<file path="config.mk">
export PLATFORM = sky130hd
export DESIGN_NAME = tdm_demux
export DESIGN_NICKNAME = d
export VERILOG_FILES = /design/src/rtl/tdm_demux_pkg.sv /design/src/rtl/tdm_slot_counter.sv /design/src/rtl/tdm_demux.sv
export SDC_FILE = /design/constraint.sdc
export NUM_CORES = 1
export LEC_CHECK = 0
export CORE_AREA = 2 2 41 43
export CTS_BUF_LIST = sky130_fd_sc_hd__clkbuf_8 sky130_fd_sc_hd__clkbuf_16
export CTS_CLUSTER_DIAMETER = 200
export DETAILED_ROUTE_END_ITERATION = 8
export DIE_AREA = 0 0 43 45
export PLACE_DENSITY = 0.67
export RECOVER_POWER = 100
export REMOVE_ABC_BUFFERS = 1
export SLEW_MARGIN = 15
export SYNTH_ARGS = -nofsm -noshare
export SYNTH_HDL_FRONTEND = slang
export SYNTH_SLANG_ARGS = --single-unit
</file>
<file path="constraint.sdc">
create_clock -name clk -period 1.6 [get_ports clk]
set_input_delay 0.32 -clock clk [delete_from_list [all_inputs] [get_ports clk]]
set_output_delay 0.32 -clock clk [all_outputs]
set_load 0.02 [all_outputs]
</file>
<file path="src/rtl/tdm_demux_pkg.sv">
// Shared TDM framing definitions: state encodings, default geometry, channel slice helper.
// Channel k of a frame word occupies bits [chan_lsb(k,W) +: W] on both the mux and demux sides.
package tdm_demux_pkg;

    typedef enum logic {
        HUNT   = 1'b0,
        LOCKED = 1'b1
    } tdm_state_e;

    localparam int TDM_N  = 4;
    localparam int TDM_W  = 1;
    localparam int TDM_SW = 2;

    function automatic int chan_lsb(input int k, input int w);
        return k * w;
    endfunction

endpackage

</file>
<file path="src/rtl/tdm_slot_counter.sv">
// Wrapping slot index counter: clear > load-to-1 > increment priority; 1 clk update.
// No backpressure; the caller qualifies every control with its sample valid.
module tdm_slot_counter
    import tdm_demux_pkg::*;
#(
    parameter int SW = TDM_SW
) (
    input  logic          clk,
    input  logic          rst,
    input  logic          clr,
    input  logic          load1,
    input  logic          inc,
    output logic [SW-1:0] cnt
);

    always_ff @(posedge clk or posedge rst) begin
        if (rst) begin
            cnt <= '0;
        end else if (clr) begin
            cnt <= '0;
        end else if (load1) begin
            cnt <= SW'(1);
        end else if (inc) begin
            cnt <= cnt + SW'(1);
        end
    end

endmodule

</file>
<file path="src/rtl/tdm_demux.sv">
// TDM receive demux: rebuilds N-channel frames from a serial slot stream; 1 clk last-slot to o.
// No backpressure: every valid sample is consumed, gaps (valid=0) freeze all state.
module tdm_demux
    import tdm_demux_pkg::*;
#(
    parameter int W  = TDM_W,
    parameter int N  = TDM_N,
    parameter int SW = TDM_SW
) (
    input  logic           clk,
    input  logic           rst,
    input  logic [W-1:0]   d,
    input  logic           valid,
    input  logic           sync,
    output logic [N*W-1:0] o,
    output logic           o_valid,
    output logic [SW-1:0]  slot,
    output logic           locked,
    output logic           sync_err
);

    tdm_state_e     state;
    logic [W-1:0]   hold [0:N-2];
    logic [N*W-1:0] frame_nxt;

    logic is_locked;
    logic slot_zero;
    logic slot_last;
    logic sync_start;
    logic miss_sync;
    logic early_sync;
    logic adv;
    logic complete;

    always_comb begin
        is_locked  = (state == LOCKED);
        slot_zero  = (slot == '0);
        slot_last  = (slot == SW'(N - 1));
        sync_start = valid & sync;
        miss_sync  = valid & ~sync & is_locked & slot_zero;
        adv        = valid & ~sync & is_locked & ~slot_zero;
        early_sync = sync_start & is_locked & ~slot_zero;
        complete   = adv & slot_last;
    end

    // The last slot bypasses the holding bank and lands straight in o.
    always_comb begin
        frame_nxt = '0;
        for (int k = 0; k < N - 1; k++) begin
            frame_nxt[chan_lsb(k, W) +: W] = hold[k];
        end
        frame_nxt[chan_lsb(N - 1, W) +: W] = d;
    end

    tdm_slot_counter #(
        .SW (SW)
    ) u_slot_counter (
        .clk   (clk),
        .rst   (rst),
        .clr   (miss_sync),
        .load1 (sync_start),
        .inc   (adv),
        .cnt   (slot)
    );

    always_ff @(posedge clk or posedge rst) begin
        if (rst) begin
            state    <= HUNT;
            locked   <= 1'b0;
            o        <= '0;
            o_valid  <= 1'b0;
            sync_err <= 1'b0;
            for (int k = 0; k < N - 1; k++) begin
                hold[k] <= '0;
            end
        end else begin
            o_valid  <= complete;
            sync_err <= early_sync | miss_sync;

            // Any qualified sync (re)starts a frame; early sync keeps lock.
            if (sync_start) begin
                state  <= LOCKED;
                locked <= 1'b1;
            end else if (miss_sync) begin
                state  <= HUNT;
                locked <= 1'b0;
            end

            if (sync_start) begin
                hold[0] <= d;
            end
            for (int k = 1; k < N - 1; k++) begin
                if (adv && (slot == SW'(k))) begin
                    hold[k] <= d;
                end
            end

            if (complete) begin
                o <= frame_nxt;
            end
        end
    end

endmodule

</file>
==> summary.md <==
| Metric | Value |
|---|---|
| Status | complete, no violations |
| Num CTS Buffers | 3 |
| Worst hold slack | around 0.50 ns |
| First DRT Iteration DRCs | 0 |
| Die Ht | roughly 45 um |
| WL final | 959 um |
| Final setup TNS | 0 ns |
| Peak VDD IR | 0.000772 V |
| Fin area | 812 um2 |
| Final net count | 78 |
| Max incr delay on CP | 0.64 ns |
| FF+latch count, synth | 12 |
| Max clock buf depth | 2 |
| Port Buffers | 13 |
| GR Util All Layers | 0.126 |
| Rows | 14 |
| Vias | between 300 and 400 |
| Fillcell total | 142 |
| Core ar. | around 1500 um2 |
| Post-synthesis cell type count | 16 |
| Min Clock Period, post-route | approximately 1.5 ns |
| Final Hold Fails | 0 |
| H-tree depth | 1 |
| Commonest cells after routing, fill and taps aside | 12 x dfrtp_1, 7 x nand2_1, 7 x clkdlybuf4s50_1 |
| Final number of max-transition violations | 0 |
| Routed Antenna Nets | 0 |
| Via-to-Cell Ratio | 4.70 |
| Final setup viols | 0 |
| Crit path DAT | around 1.2 ns |
| Slowest CP cell | dlygate4sd3_1 |
| Worst-Skew Late Latency | 0.24 ns |
| Seq/Total Area, Yosys | 0.529 |
| Share of layout cells above drive strength 1 | 0.235 |
| Grt total ovfl | 0 |
| Cells after Synth | 44 |
| Worst Tran Pin Value | 0.449 ns |
| Die area | 1940 um2 |
| Syn. warnings | 0 |
| Largest net degree at the start of global routing | 13 |
| Fin crit share | 0.965 |
| Delay-heaviest family, CP | buffers and inverters |
| Seq. cell area | approximately 300 um2 |
| # clock sinks | 12 |
| Post-DP HPWL | ~750 um |
| CP bufs+invs | 1 |
| First-pass GRT wire length | 1.71 mm |
| Clock-pin slew on the worst setup and hold paths | 0.05 ns |
| Hold_buf cts | 0 |
| Worst-path cell chain | dlygate4sd3_1 |
| CP max FO | 1 |
| Pwr Total | 1.31 mW |
| Power Density | 1620 nW/um2 |
| Avg Cell Area, Syn | about 13 um2 |
| GPL Wtd Cong | 0.683 |
| RSZ-0062 raised after global routing | false |
| F_max | approximately 0.65 GHz |
| Area occupied by multi-input gates | roughly 250 um2 |
| Vias in the first global route | between 400 and 500 |
| Routed wire per std cell | 11.4 um |
| Placed cell area | 771 um2 |
| Initial antenna violation count | 0 |
| Layout area overhead | 43.0% |
| Root Buffer | clkbuf_8 |
| TritonCTS clock tree | built |
| Hold Crit Class | reg -> reg |
| Worst setup EP type | output port |
| Critical path class | reg -> out |
| DRC | 0 |
| Max cap viols | 0 |
| Startpoint types | register |
| Pleak | 0.425 nW |
| DRT Pass-1 Iters | 1 |
| Clock Skew | 0.00387 ns |
| IO Pins | 14 |
| Rel. slew slack | 0.700 |
| ANT cells | 0 |
| Die X | 43 um |
| Synthesized cell area | approximately 570 um2 |
| Worst path required time | 1.28 ns |
| Commonest non-fill, non-tap cell in the layout | dfrtp_1 |
| Starting density of the core | 0.386 |
==> layout make-up <==
cell class,count,share of cell area
sequential,12,0.370
multi-input combinational,27,0.307
timing repair buffer,20,0.208
clock buffer,4,0.0678
tap,16,0.0247
inverter,5,0.0231
==> synthesized netlist by cell type, drive strengths merged <==
| master | instances | share of area |
|---|---|---|
| ha | 4 | 0.088 |
| xnor2 | 1 | 0.015 |
| o22ai | 1 | 0.011 |
| mux2 | 7 | 0.17 |
| nand2 | 8 | 0.066 |
| nor3b | 1 | 0.013 |
| inv | 5 | 0.033 |
| dfrtp | 12 | 0.53 |
| a22o | 1 | 0.015 |
| o32a | 1 | 0.020 |
| o21ai | 1 | 0.0088 |
| nor2 | 1 | 0.0066 |
| and4bb | 1 | 0.029 |
==> registers in the layout, summed over array words and instances, names as in the netlist <==
signal / count
o: 4
u_slot_counter.cnt: 2
sync_err: 1
o_valid: 1
is_locked: 1
frame_nxt: 3
==> routing by layer <==
layer  vias to the layer above  global-route usage  wire length (um)
met2                        12               0.221               462
met4                         0              0.0909                21
li1                        195                   -                 -
met1                       184               0.136               427
met5                         -                   0                 0
met3                         4              0.0240                48
==> worst paths after layout <==
check	start	end	slack [ns]	cells past startpoint
setup reg to reg	u_slot_counter.cnt[1]	o[0]	0.11	5
hold reg to reg	frame_nxt[2]	frame_nxt[2]	0.50	1
max in group asynchronous	rst	o[0]	0.77	2
min in group asynchronous	rst	frame_nxt[2]	0.52	2
setup / recovery	sync_err	sync_err	0.06	1
hold / removal	frame_nxt[2]	frame_nxt[2]	0.50	1
==> through the flow <==
step	cells	worst slack [ns]	utilization
detailed placement	80	-0.00118	0.524
CTS	84	0.0602	0.560
global placement	80	0.0264	0.524
global route	84	0.0128	0.552
finish	84	0.0565	0.552
floorplan	44	-0.110	-
==> repair_timing <==
item | CTS | global route
buffers inserted | 0 | 0
resized for setup | 2 | 0
setup endpoints to repair | 2 | 0
==> report_power, final <==
part	internal, mW	switching (mW)	total, mW
clock network	0.217	0.109	0.326
logic	0.284	0.259	0.543
registers	0.399	0.0456	0.444
==> cells by family after synthesis <==
kind of cell | synth area share
flops | 0.529
simple gates | 0.115
mux | 0.165
buf+inv | 0.0330
compound gates | 0.0551
fa+ha+maj | 0.0881
xor+xnor | 0.0154
No activity file was read; power rests on OpenSTA's default activity.
